<file path="src/rtl/acc_seq_pkg.sv">
// Shared types for the accumulator sequencer: opcodes, ALU functions, FSM states,
// instruction field positions and the registered control bundle.
package acc_seq_pkg;

    localparam int OP_MSB  = 8;
    localparam int OP_LSB  = 5;
    localparam int RSV_BIT = 4;
    localparam int ARG_MSB = 3;
    localparam int ARG_LSB = 0;

    typedef enum logic [3:0] {
        OP_NOP  = 4'h0,
        OP_LDL  = 4'h1,
        OP_LDH  = 4'h2,
        OP_GET  = 4'h3,
        OP_PUT  = 4'h4,
        OP_LDM  = 4'h5,
        OP_ADD  = 4'h6,
        OP_SUB  = 4'h7,
        OP_AND  = 4'h8,
        OP_OR   = 4'h9,
        OP_XOR  = 4'hA,
        OP_SHL  = 4'hB,
        OP_IL_C = 4'hC,
        OP_IL_D = 4'hD,
        OP_IL_E = 4'hE,
        OP_HALT = 4'hF
    } opcode_e;

    typedef enum logic [2:0] {
        ALU_ADD = 3'd0,
        ALU_SUB = 3'd1,
        ALU_AND = 3'd2,
        ALU_OR  = 3'd3,
        ALU_XOR = 3'd4,
        ALU_SHL = 3'd5
    } alu_op_e;

    typedef enum logic [1:0] {
        ST_DISPATCH = 2'd0,
        ST_MEM_WAIT = 2'd1,
        ST_MEM_WB   = 2'd2,
        ST_HALTED   = 2'd3
    } state_e;

    typedef struct packed {
        logic        acc_write_en;
        logic        from_reg;
        logic        from_alu;
        logic        from_imm;
        logic        load_hi;
        logic [3:0]  imm;
        alu_op_e     alu_op;
        logic [3:0]  reg_addr;
        logic        reg_write_en;
        logic        ld_sel;
    } ctrl_t;

    // ALU opcodes are laid out contiguously from ADD, so the function is the offset.
    function automatic alu_op_e alu_of(input logic [3:0] op);
        logic [3:0] d;
        d = op - 4'd6;
        return alu_op_e'(d[2:0]);
    endfunction

endpackage

</file>
<file path="src/rtl/acc_seq_if.sv">
// Instruction handshake, memory read port and control outputs of the accumulator sequencer.
interface acc_seq_if #(
    parameter int W  = 8,
    parameter int IW = 9
);
    logic          Inst_Valid;
    logic [IW-1:0] Inst_In;
    logic          Inst_Ready;
    logic          Acc_Write_En;
    logic          From_Reg;
    logic          From_ALU;
    logic          From_Imm;
    logic          Load_Hi;
    logic [3:0]    Imm_Out;
    logic [2:0]    ALU_Op;
    logic [3:0]    Reg_Addr;
    logic          Reg_Write_En;
    logic          Ld_Sel;
    logic [W-1:0]  Ld_Data;
    logic          Mem_Req;
    logic          Mem_Ack;
    logic [W-1:0]  Mem_Rdata;
    logic          Busy;
    logic          Halted;
    logic          Error;

    modport master (
        output Inst_Valid, Inst_In, Mem_Ack, Mem_Rdata,
        input  Inst_Ready, Acc_Write_En, From_Reg, From_ALU, From_Imm, Load_Hi, Imm_Out,
               ALU_Op, Reg_Addr, Reg_Write_En, Ld_Sel, Ld_Data, Mem_Req, Busy, Halted, Error
    );

    modport slave (
        input  Inst_Valid, Inst_In, Mem_Ack, Mem_Rdata,
        output Inst_Ready, Acc_Write_En, From_Reg, From_ALU, From_Imm, Load_Hi, Imm_Out,
               ALU_Op, Reg_Addr, Reg_Write_En, Ld_Sel, Ld_Data, Mem_Req, Busy, Halted, Error
    );
endinterface

</file>
<file path="src/rtl/acc_seq_decode.sv">
// Combinational opcode decode into the control bundle, with flags for the
// sequencing opcodes (LDM, HALT) and the illegal encodings.
module acc_seq_decode
    import acc_seq_pkg::*;
(
    input  logic [3:0] opcode,
    input  logic [3:0] arg,
    output ctrl_t      ctrl,
    output logic       illegal,
    output logic       is_ldm,
    output logic       is_halt
);

    always_comb begin
        ctrl    = '0;
        illegal = 1'b0;
        is_ldm  = 1'b0;
        is_halt = 1'b0;
        case (opcode_e'(opcode))
            OP_LDL, OP_LDH: begin
                ctrl.acc_write_en = 1'b1;
                ctrl.from_imm     = 1'b1;
                ctrl.imm          = arg;
                ctrl.load_hi      = (opcode_e'(opcode) == OP_LDH);
            end
            OP_GET: begin
                ctrl.acc_write_en = 1'b1;
                ctrl.from_reg     = 1'b1;
                ctrl.reg_addr     = arg;
            end
            OP_PUT: begin
                ctrl.reg_write_en = 1'b1;
                ctrl.reg_addr     = arg;
            end
            OP_ADD, OP_SUB, OP_AND, OP_OR, OP_XOR, OP_SHL: begin
                ctrl.acc_write_en = 1'b1;
                ctrl.from_alu     = 1'b1;
                ctrl.alu_op       = alu_of(opcode);
                ctrl.reg_addr     = arg;
            end
            OP_LDM:                   is_ldm  = 1'b1;
            OP_HALT:                  is_halt = 1'b1;
            OP_IL_C, OP_IL_D, OP_IL_E: illegal = 1'b1;
            default: ;
        endcase
    end

endmodule

</file>
<file path="src/rtl/acc_sequencer.sv">
// Instruction-level controller for the accumulator datapath: accepts instructions,
// issues one-cycle registered control pulses and runs the memory-load sequence.
//
// state       | meaning
// ------------+------------------------------------------------------------
// DISPATCH    | ready; accepts one instruction per cycle
// MEM_WAIT    | Mem_Req high, waiting for Mem_Ack or the timeout
// MEM_WB      | one cycle of load write-back (Acc_Write_En, From_Reg, Ld_Sel)
// HALTED      | absorbing until reset; Error set if entered by a fault
module acc_sequencer
    import acc_seq_pkg::*;
#(
    parameter int W           = 8,
    parameter int IW          = 9,
    parameter int MEM_TIMEOUT = 15
) (
    input  logic        clk,
    input  logic        Reset,
    acc_seq_if.slave    bus
);

    localparam int            CW       = $clog2(MEM_TIMEOUT + 1);
    localparam logic [CW-1:0] CNT_LAST = CW'(MEM_TIMEOUT - 1);

    state_e         state, state_nxt;
    logic [CW-1:0]  cnt, cnt_nxt;
    logic           err_q, err_nxt;
    ctrl_t          ctrl_q, ctrl_nxt;
    logic [W-1:0]   ld_data_q, ld_data_nxt;

    ctrl_t          dec_ctrl;
    logic           dec_illegal;
    logic           dec_ldm;
    logic           dec_halt;
    logic           unused_rsv;

    assign unused_rsv = bus.Inst_In[RSV_BIT];

    acc_seq_decode u_decode (
        .opcode  (bus.Inst_In[OP_MSB:OP_LSB]),
        .arg     (bus.Inst_In[ARG_MSB:ARG_LSB]),
        .ctrl    (dec_ctrl),
        .illegal (dec_illegal),
        .is_ldm  (dec_ldm),
        .is_halt (dec_halt)
    );

    always_ff @(posedge clk or negedge Reset) begin
        if (!Reset) begin
            state     <= ST_DISPATCH;
            cnt       <= '0;
            err_q     <= 1'b0;
            ctrl_q    <= '0;
            ld_data_q <= '0;
        end else begin
            state     <= state_nxt;
            cnt       <= cnt_nxt;
            err_q     <= err_nxt;
            ctrl_q    <= ctrl_nxt;
            ld_data_q <= ld_data_nxt;
        end
    end

    always_comb begin
        state_nxt   = state;
        cnt_nxt     = cnt;
        err_nxt     = err_q;
        ctrl_nxt    = '0;
        ld_data_nxt = ld_data_q;
        case (state)
            ST_DISPATCH: begin
                if (bus.Inst_Valid) begin
                    if (dec_illegal) begin
                        err_nxt   = 1'b1;
                        state_nxt = ST_HALTED;
                    end else if (dec_halt) begin
                        state_nxt = ST_HALTED;
                    end else if (dec_ldm) begin
                        cnt_nxt   = '0;
                        state_nxt = ST_MEM_WAIT;
                    end else begin
                        ctrl_nxt  = dec_ctrl;
                    end
                end
            end
            ST_MEM_WAIT: begin
                // Ack is checked first so it wins over a timeout on the same edge.
                if (bus.Mem_Ack) begin
                    ld_data_nxt           = bus.Mem_Rdata;
                    ctrl_nxt.acc_write_en = 1'b1;
                    ctrl_nxt.from_reg     = 1'b1;
                    ctrl_nxt.ld_sel       = 1'b1;
                    cnt_nxt               = '0;
                    state_nxt             = ST_MEM_WB;
                end else if (cnt == CNT_LAST) begin
                    err_nxt   = 1'b1;
                    cnt_nxt   = '0;
                    state_nxt = ST_HALTED;
                end else begin
                    cnt_nxt = cnt + 1'b1;
                end
            end
            ST_MEM_WB: state_nxt = ST_DISPATCH;
            ST_HALTED: state_nxt = ST_HALTED;
            default:   state_nxt = ST_DISPATCH;
        endcase
    end

    // Ready is gated by the reset pin so every output reads 0 while reset is held.
    assign bus.Inst_Ready   = Reset & (state == ST_DISPATCH);
    assign bus.Busy         = (state != ST_DISPATCH);
    assign bus.Halted       = (state == ST_HALTED);
    assign bus.Mem_Req      = (state == ST_MEM_WAIT);
    assign bus.Error        = err_q;
    assign bus.Acc_Write_En = ctrl_q.acc_write_en;
    assign bus.From_Reg     = ctrl_q.from_reg;
    assign bus.From_ALU     = ctrl_q.from_alu;
    assign bus.From_Imm     = ctrl_q.from_imm;
    assign bus.Load_Hi      = ctrl_q.load_hi;
    assign bus.Imm_Out      = ctrl_q.imm;
    assign bus.ALU_Op       = ctrl_q.alu_op;
    assign bus.Reg_Addr     = ctrl_q.reg_addr;
    assign bus.Reg_Write_En = ctrl_q.reg_write_en;
    assign bus.Ld_Sel       = ctrl_q.ld_sel;
    assign bus.Ld_Data      = ld_data_q;

endmodule

</file>
<file path="src/flat_wrapper.sv">
// flat-port wrapper written by rule: the top's interface ports become plain ports
module acc_sequencer_flat import acc_seq_pkg::*;
#(
    parameter int W           = 8,
    parameter int IW          = 9,
    parameter int MEM_TIMEOUT = 15
)
  (clk, Reset, bus_Inst_Valid, bus_Inst_In, bus_Mem_Ack, bus_Mem_Rdata, bus_Inst_Ready, bus_Acc_Write_En, bus_From_Reg, bus_From_ALU, bus_From_Imm, bus_Load_Hi, bus_Imm_Out, bus_ALU_Op, bus_Reg_Addr, bus_Reg_Write_En, bus_Ld_Sel, bus_Ld_Data, bus_Mem_Req, bus_Busy, bus_Halted, bus_Error);
  acc_seq_if #(.W(W), .IW(IW)) bus_i ();
  input  logic clk;
  input  logic Reset;
  input wire logic [$bits(bus_i.Inst_Valid)-1:0] bus_Inst_Valid;
  input wire logic [$bits(bus_i.Inst_In)-1:0] bus_Inst_In;
  input wire logic [$bits(bus_i.Mem_Ack)-1:0] bus_Mem_Ack;
  input wire logic [$bits(bus_i.Mem_Rdata)-1:0] bus_Mem_Rdata;
  output wire logic [$bits(bus_i.Inst_Ready)-1:0] bus_Inst_Ready;
  output wire logic [$bits(bus_i.Acc_Write_En)-1:0] bus_Acc_Write_En;
  output wire logic [$bits(bus_i.From_Reg)-1:0] bus_From_Reg;
  output wire logic [$bits(bus_i.From_ALU)-1:0] bus_From_ALU;
  output wire logic [$bits(bus_i.From_Imm)-1:0] bus_From_Imm;
  output wire logic [$bits(bus_i.Load_Hi)-1:0] bus_Load_Hi;
  output wire logic [$bits(bus_i.Imm_Out)-1:0] bus_Imm_Out;
  output wire logic [$bits(bus_i.ALU_Op)-1:0] bus_ALU_Op;
  output wire logic [$bits(bus_i.Reg_Addr)-1:0] bus_Reg_Addr;
  output wire logic [$bits(bus_i.Reg_Write_En)-1:0] bus_Reg_Write_En;
  output wire logic [$bits(bus_i.Ld_Sel)-1:0] bus_Ld_Sel;
  output wire logic [$bits(bus_i.Ld_Data)-1:0] bus_Ld_Data;
  output wire logic [$bits(bus_i.Mem_Req)-1:0] bus_Mem_Req;
  output wire logic [$bits(bus_i.Busy)-1:0] bus_Busy;
  output wire logic [$bits(bus_i.Halted)-1:0] bus_Halted;
  output wire logic [$bits(bus_i.Error)-1:0] bus_Error;
  assign bus_i.Inst_Valid = bus_Inst_Valid;
  assign bus_i.Inst_In = bus_Inst_In;
  assign bus_i.Mem_Ack = bus_Mem_Ack;
  assign bus_i.Mem_Rdata = bus_Mem_Rdata;
  assign bus_Inst_Ready = bus_i.Inst_Ready;
  assign bus_Acc_Write_En = bus_i.Acc_Write_En;
  assign bus_From_Reg = bus_i.From_Reg;
  assign bus_From_ALU = bus_i.From_ALU;
  assign bus_From_Imm = bus_i.From_Imm;
  assign bus_Load_Hi = bus_i.Load_Hi;
  assign bus_Imm_Out = bus_i.Imm_Out;
  assign bus_ALU_Op = bus_i.ALU_Op;
  assign bus_Reg_Addr = bus_i.Reg_Addr;
  assign bus_Reg_Write_En = bus_i.Reg_Write_En;
  assign bus_Ld_Sel = bus_i.Ld_Sel;
  assign bus_Ld_Data = bus_i.Ld_Data;
  assign bus_Mem_Req = bus_i.Mem_Req;
  assign bus_Busy = bus_i.Busy;
  assign bus_Halted = bus_i.Halted;
  assign bus_Error = bus_i.Error;
  acc_sequencer #(.W(W), .IW(IW), .MEM_TIMEOUT(MEM_TIMEOUT)) u_core (.clk(clk), .Reset(Reset), .bus(bus_i));
endmodule
</file>
<file path="config.mk">
export PLATFORM = sky130hd
export DESIGN_NAME = acc_sequencer_flat
export DESIGN_NICKNAME = d
export VERILOG_FILES = /design/src/rtl/acc_seq_pkg.sv /design/src/rtl/acc_seq_if.sv /design/src/rtl/acc_seq_decode.sv /design/src/rtl/acc_sequencer.sv /design/src/flat_wrapper.sv
export SDC_FILE = /design/constraint.sdc
export NUM_CORES = 1
export LEC_CHECK = 0
export ABC_AREA = 0
export BUFFER_PORTS_ARGS = -buffer_cell sky130_fd_sc_hd__buf_2
export CORE_MARGIN = 2
export CORE_UTILIZATION = 45
export CTS_BUF_LIST = sky130_fd_sc_hd__clkbuf_8
export CTS_CLUSTER_DIAMETER = 60
export DETAILED_ROUTE_END_ITERATION = 10
export GPL_ROUTABILITY_DRIVEN = 0
export GPL_TIMING_DRIVEN = 0
export HOLD_SLACK_MARGIN = 0.15
export PLACE_DENSITY_LB_ADDON = 0.08
export SYNTH_ARGS = -nofsm -noshare
export SYNTH_HDL_FRONTEND = slang
export SYNTH_SLANG_ARGS = --single-unit
export TNS_END_PERCENT = 50
</file>
<file path="constraint.sdc">
create_clock -name clk -period 1.6 [get_ports clk]
set_clock_uncertainty 0.2 [all_clocks]
set_input_delay 0.32 -clock clk [delete_from_list [all_inputs] [get_ports clk]]
set_output_delay 0.32 -clock clk [all_outputs]
set_load 0.02 [all_outputs]
</file>
[Yosys cells after proc, flatten, opt, wreduce, memory -nomap -nowiden]
Cells that the tools add are included.
Word-level totals
  flip-flop bits (word level): 33
  output and inout port bits: 31
  word-level logic and storage cells: 95
  bits of input ports: 21
Cells by class
  add/sub/neg operators: 2
  reduce and logical (&&, ||, !) cells: 12
  eq/ne operators: 28
  bitwise operators: 1
  muxes and demuxes: 38
Operators by type and width (number)
  two-way mux 18 bit: 4
  == test 4 bit, second input constant: 9
  two-way mux 4 bit: 7
  == test 4 x 3 -> 1 bit, second input constant: 4
  two-way mux 15 bit: 1
  two-way mux 2 bit: 7
  two-way mux 1 bit: 12
  AND reduction 5 bit: 2
  OR reduction 9 bit: 1
  == test 4 x 2 -> 1 bit, second input constant: 2
  inequality test 2 bit, second input constant: 4
  one-hot mux 2 bit (4 select lines): 1
  one-hot mux 4 bit (2 select lines): 1
  OR reduction 8 bit: 1
  two-way mux 6 bit: 1
  inequality test 2 x 1 -> 1 bit, second input constant: 3
  OR reduction 6 bit: 1
  adder 4 x 1 -> 4 bit, second input constant: 1
  == test 2 bit, second input constant: 2
  == test 4 x 1 -> 1 bit, second input constant: 1
  inequality test 4 x 1 -> 1 bit, second input constant: 1
  one-hot mux 1 bit (2 select lines): 2
  one-hot mux 2 bit (2 select lines): 1
  nonzero test 2 bit: 2
  10 further kinds: 10

[Longest topological paths before layout]
  depth in word-level cells: 8
  depth in mapped cells: 5
  depth with buffers taken out: 5

[Hierarchy]
A second synthesis with hierarchy kept.
Second synthesis, totals
  cell total of the unflattened synthesis: 138
  area total of the unflattened synthesis: 1640.3 um^2
By module, submodules not included
  acc_sequencer: area each 1371.3 um^2, seq. area each 825.8 um^2, instances 1, cells each 102
  acc_seq_decode: area each 269.0 um^2, seq. area each 0.0 um^2, instances 1, cells each 36

[Worst setup path before layout]
OpenSTA, ideal clock, no wires.
  path type: reg2reg
  from: register u_core.state[1]
  to: register u_core.ld_data_q[0], in the netlist u_core.bus.Ld_Data[0]
  required time: 1.275 ns
  setup slack: -0.036 ns
  arrival: 1.312 ns
  buffers on the path: 1
  setup time: 0.125 ns
  cell stages (with the launch flop): 6
  period minus slack after synthesis: 1.636 ns
  cell sequence: dfrtp_1 -> nand2b_1 -> inv_1 -> nand2_1 -> buf_6 -> mux2_2
Between the ends
  cells in the longest elaborated chain, start to end: 2
RTL lines
  start, declared: line acc_sequencer.sv:25  | state_e state, state_nxt;
  start signal, assigned: line acc_sequencer.sv:56  | state <= state_nxt;
  == test 2 x 1 -> 1 bit
  net bus_Mem_Req: line flat_wrapper.sv:28  | output wire logic [$bits(bus_i.Mem_Req)-1:0] bus_Mem_Req;
  AND reduction 2 bit (no source line)
  end signal, assigned: line acc_sequencer.sv:60  | ld_data_q <= ld_data_nxt;
  end, declared: line acc_sequencer.sv:29  | logic [W-1:0] ld_data_q, ld_data_nxt;
The timed path passes the listed nets, and every way through them passes these cells.
A chain may end at the register's enable or synchronous reset.

==> results.md <==
* Pwr Density at 1490 nW/um^2
* P_leak at 0.00106 uW
* CTS root buf: clkbuf_8
* Actual slew at the worst max-slew pin at 0.419 ns
* Initial antenna violation count at 0
* Final setup margin at -0.147 ns
* Num CTS Buffers at 5
* #FFs+latches synth at 33
* Final-report setup violation count at 16
* Die X at 59.4 um
* Relative slew slack at 0.721
* Final WL at 3050 um
* Crit path max fanout at 5
* Syn Std Cell Area at 1380 sq um
* # DRC at 0
* Area Overhead vs Synth at 45.4%
* Post-synth top area share at 0.598
* Number of inserted diodes at 0
* Synth cell types at 32
* Crit path required time at 1.61 ns
* CORE AREA at 2980 sq um
* DRT iter0 DRCs at 29
* Final hold slack at -0.216 ns
* Total chip power at 3000 uW
* Clock sinks at 33
* Crit path time final at 1.75 ns
* Die Ht at 59.4 um
* CP arrival at 1.76 ns
* Synth area leaders: dfrtp_1, mux2_2, and2_1
* CTS HTree Levels at 2
* Crit Path Class: reg -> reg
* Via-per-instance ratio at 5.04
* Fmax at 0.572 GHz
* Row Count at 20
* First-pass GRT wire length at 4750 um
* Max VDD drop at 0.000984 V
* Largest net degree at the start of global routing at 35
* Initial core utilization at 0.464
* Tcrit/Tclk final at 1.09
* Synth warn at 0
* Syn nets at 135
* Post-DR wirelength/cell at 14.0 um
* Vias post-DR at 1098
* Die area at 3530 sq um
* Layout Nets at 208
* Design area at 2010 sq um
* TritonRoute pass-1 iters at 4
* Routed Antenna Nets at 0
* Share of post-route cells with drive strength above 1 at 0.449
* Post-Syn Instances at 112
* Most common cell after layout, fill and taps aside: buf_2
* CP Launch Type: flip-flop
* CTS tree: done
* Final hold vios at 33
* PortBufs at 48
* HP Class: in -> async
* Logic pwr share at 0.411
* Cell internal pwr at 1940 uW
* Sw power at 1060 uW
* Sequential fraction of the synthesis area at 0.598
* Final core utilization at 0.674
* Failing checks: hold timing, setup timing
* Slew Limit Fails at 0
* Clock power frac at 0.200
* Status: complete, but fails checks
* Number of global-route vias before repair at 1088
* Largest area contributor in the netlist: dfrtp_1
* GRT overflow at 0
* Placed cell area at 1660 sq um
* IO Pins at 52
* Max cap viols at 0
* RSZ-0062 raised after global routing: true
* Switch share at 0.352
* Syn_area_per_cell at 12.3 sq um
* Critical Path End Type: flip-flop
* Max clock buf depth at 2
* CTS Hold Bufs at 15
* DP HPWL at 1900 um
* Skew-Pair Late Insertion Delay at 0.27 ns
* Sequential power share at 0.390
* Worst-path clk slew at 0.06 ns
* Setup TNS at -1.50 ns
* Overall Global Routing Usage at 0.185
* Most frequent cells in the layout: buf_2, dfrtp_1, dlygate4sd3_1, and2_1, mux2_2
## metrics by stage
stage | hold WS (ns) | setup slack, ns | instances
global placement | 0.206 | -0.187 | 193
detailed placement | 0.217 | -0.219 | 193
floorplan | -0.176 | -0.00168 | 112
global route | -0.202 | -0.216 | 218
CTS | -0.213 | -0.159 | 218
finish | -0.216 | -0.147 | 218
## power by group through the flow
stage          Sequential (uW)  Clock (uW)  Combinational, uW
4_1_cts                   1150         619               1160
6_report                  1170         599               1230
3_3_place_gp              1170           0                994
2_1_floorplan             1360           0                499
5_1_grt                   1190         664               1330
3_5_place_dp              1180           0               1010
## per-layer routing
layer  global-route usage  part of all wire  vias to the layer above
met2                0.301              0.52                       43
li1                     -                 -                      525
met1                0.227              0.40                      523
met4               0.0747             0.012                        0
met3               0.0568             0.064                        7
met5                    0                 0                        -
## area by class of cell
type	instances	area [sq um]
Clock buffer	6	82.6
Timing Repair Buffer	66	435
Fill cell	240	970
Inverter	7	26.3
Sequential cell	33	827
Clock inverter	1	3.75
Multi-Input combinational cell	68	559
Buffer	4	32.5
Tap cell	33	41.3
## cell families (layout without fill, tap and decap cells)
kind of cell    after synthesis  after routing  share of synthesized area
buf+inv                      11             84                     0.0380
mux                           9              9                     0.0734
simple gates                 41             41                      0.175
fa+ha+maj                     2              2                     0.0181
compound gates               15             15                     0.0915
xor+xnor                      1              1                    0.00634
flops                        33             33                      0.598
## critical path, cell delays in order (launching register included)
cell	delay [ns]
dfrtp_2	0.44
buf_6	0.13
or3b_1	0.35
buf_6	0.14
a311oi_4	0.25
and2_4	0.19
## timing repair
item	4_1_cts	5_1_grt
hold endpoints to repair	52	33
gates resized for setup	11	13
pin swaps	1	0
setup endpoints to repair	22	31
setup buffers	3	0
## sequential cells by signal, summed over array words and instances, names as in the netlist
register,flops
u_core.bus.Imm_Out,4
u_core.bus.Load_Hi,1
u_core.bus.Error,1
u_core.state,2
u_core.bus.Ld_Data,8
u_core.bus.Reg_Addr,4
u_core.bus.Ld_Sel,1
u_core.bus.From_Imm,1
u_core.bus.From_Reg,1
u_core.bus.From_ALU,1
u_core.cnt,4
u_core.bus.Reg_Write_En,1
u_core.bus.ALU_Op,3
u_core.bus.Acc_Write_En,1
## synth_stat cells
cell / count
a21oi_1: 3
a221o_1: 2
a22o_1: 1
a2bb2oi_1: 1
a311oi_4: 1
a31oi_1: 1
and2_1: 11
and3_1: 3
and3b_1: 1
buf_2: 3
buf_6: 1
dfrtp_1: 33
ha_1: 2
inv_1: 7
mux2_2: 9
nand2_1: 2
nand2b_1: 2
nand3_1: 2
nor2_1: 6
nor2b_1: 5
nor3_1: 2
nor3b_1: 2
nor4_1: 2
nor4b_1: 1
o211a_1: 1
o21a_1: 1
o21ai_0: 2
o21bai_1: 1
o22ai_1: 1
or2_2: 1
or3b_1: 1
xor2_1: 1
## worst paths after layout
| kind | start | end | slack [ns] | cells past startpoint |
|---|---|---|---|---|
| min in group clk | bus_Inst_In[6] | u_core.bus.Load_Hi | 0.17 | 3 |
| worst min register to register | u_core.bus.Error | u_core.bus.Error | 0.28 | 1 |
| worst max register to register | u_core.state[0] | u_core.bus.Reg_Addr[2] | -0.15 | 5 |
| worst max-delay path | u_core.state[0] | u_core.bus.Reg_Addr[2] | -0.15 | 5 |
| worst min-delay path | Reset | u_core.bus.Reg_Addr[0] | -0.22 | 1 |
| max in group asynchronous | Reset | u_core.state[0] | 1.09 | 1 |
Power figures use the tool's default switching activity.
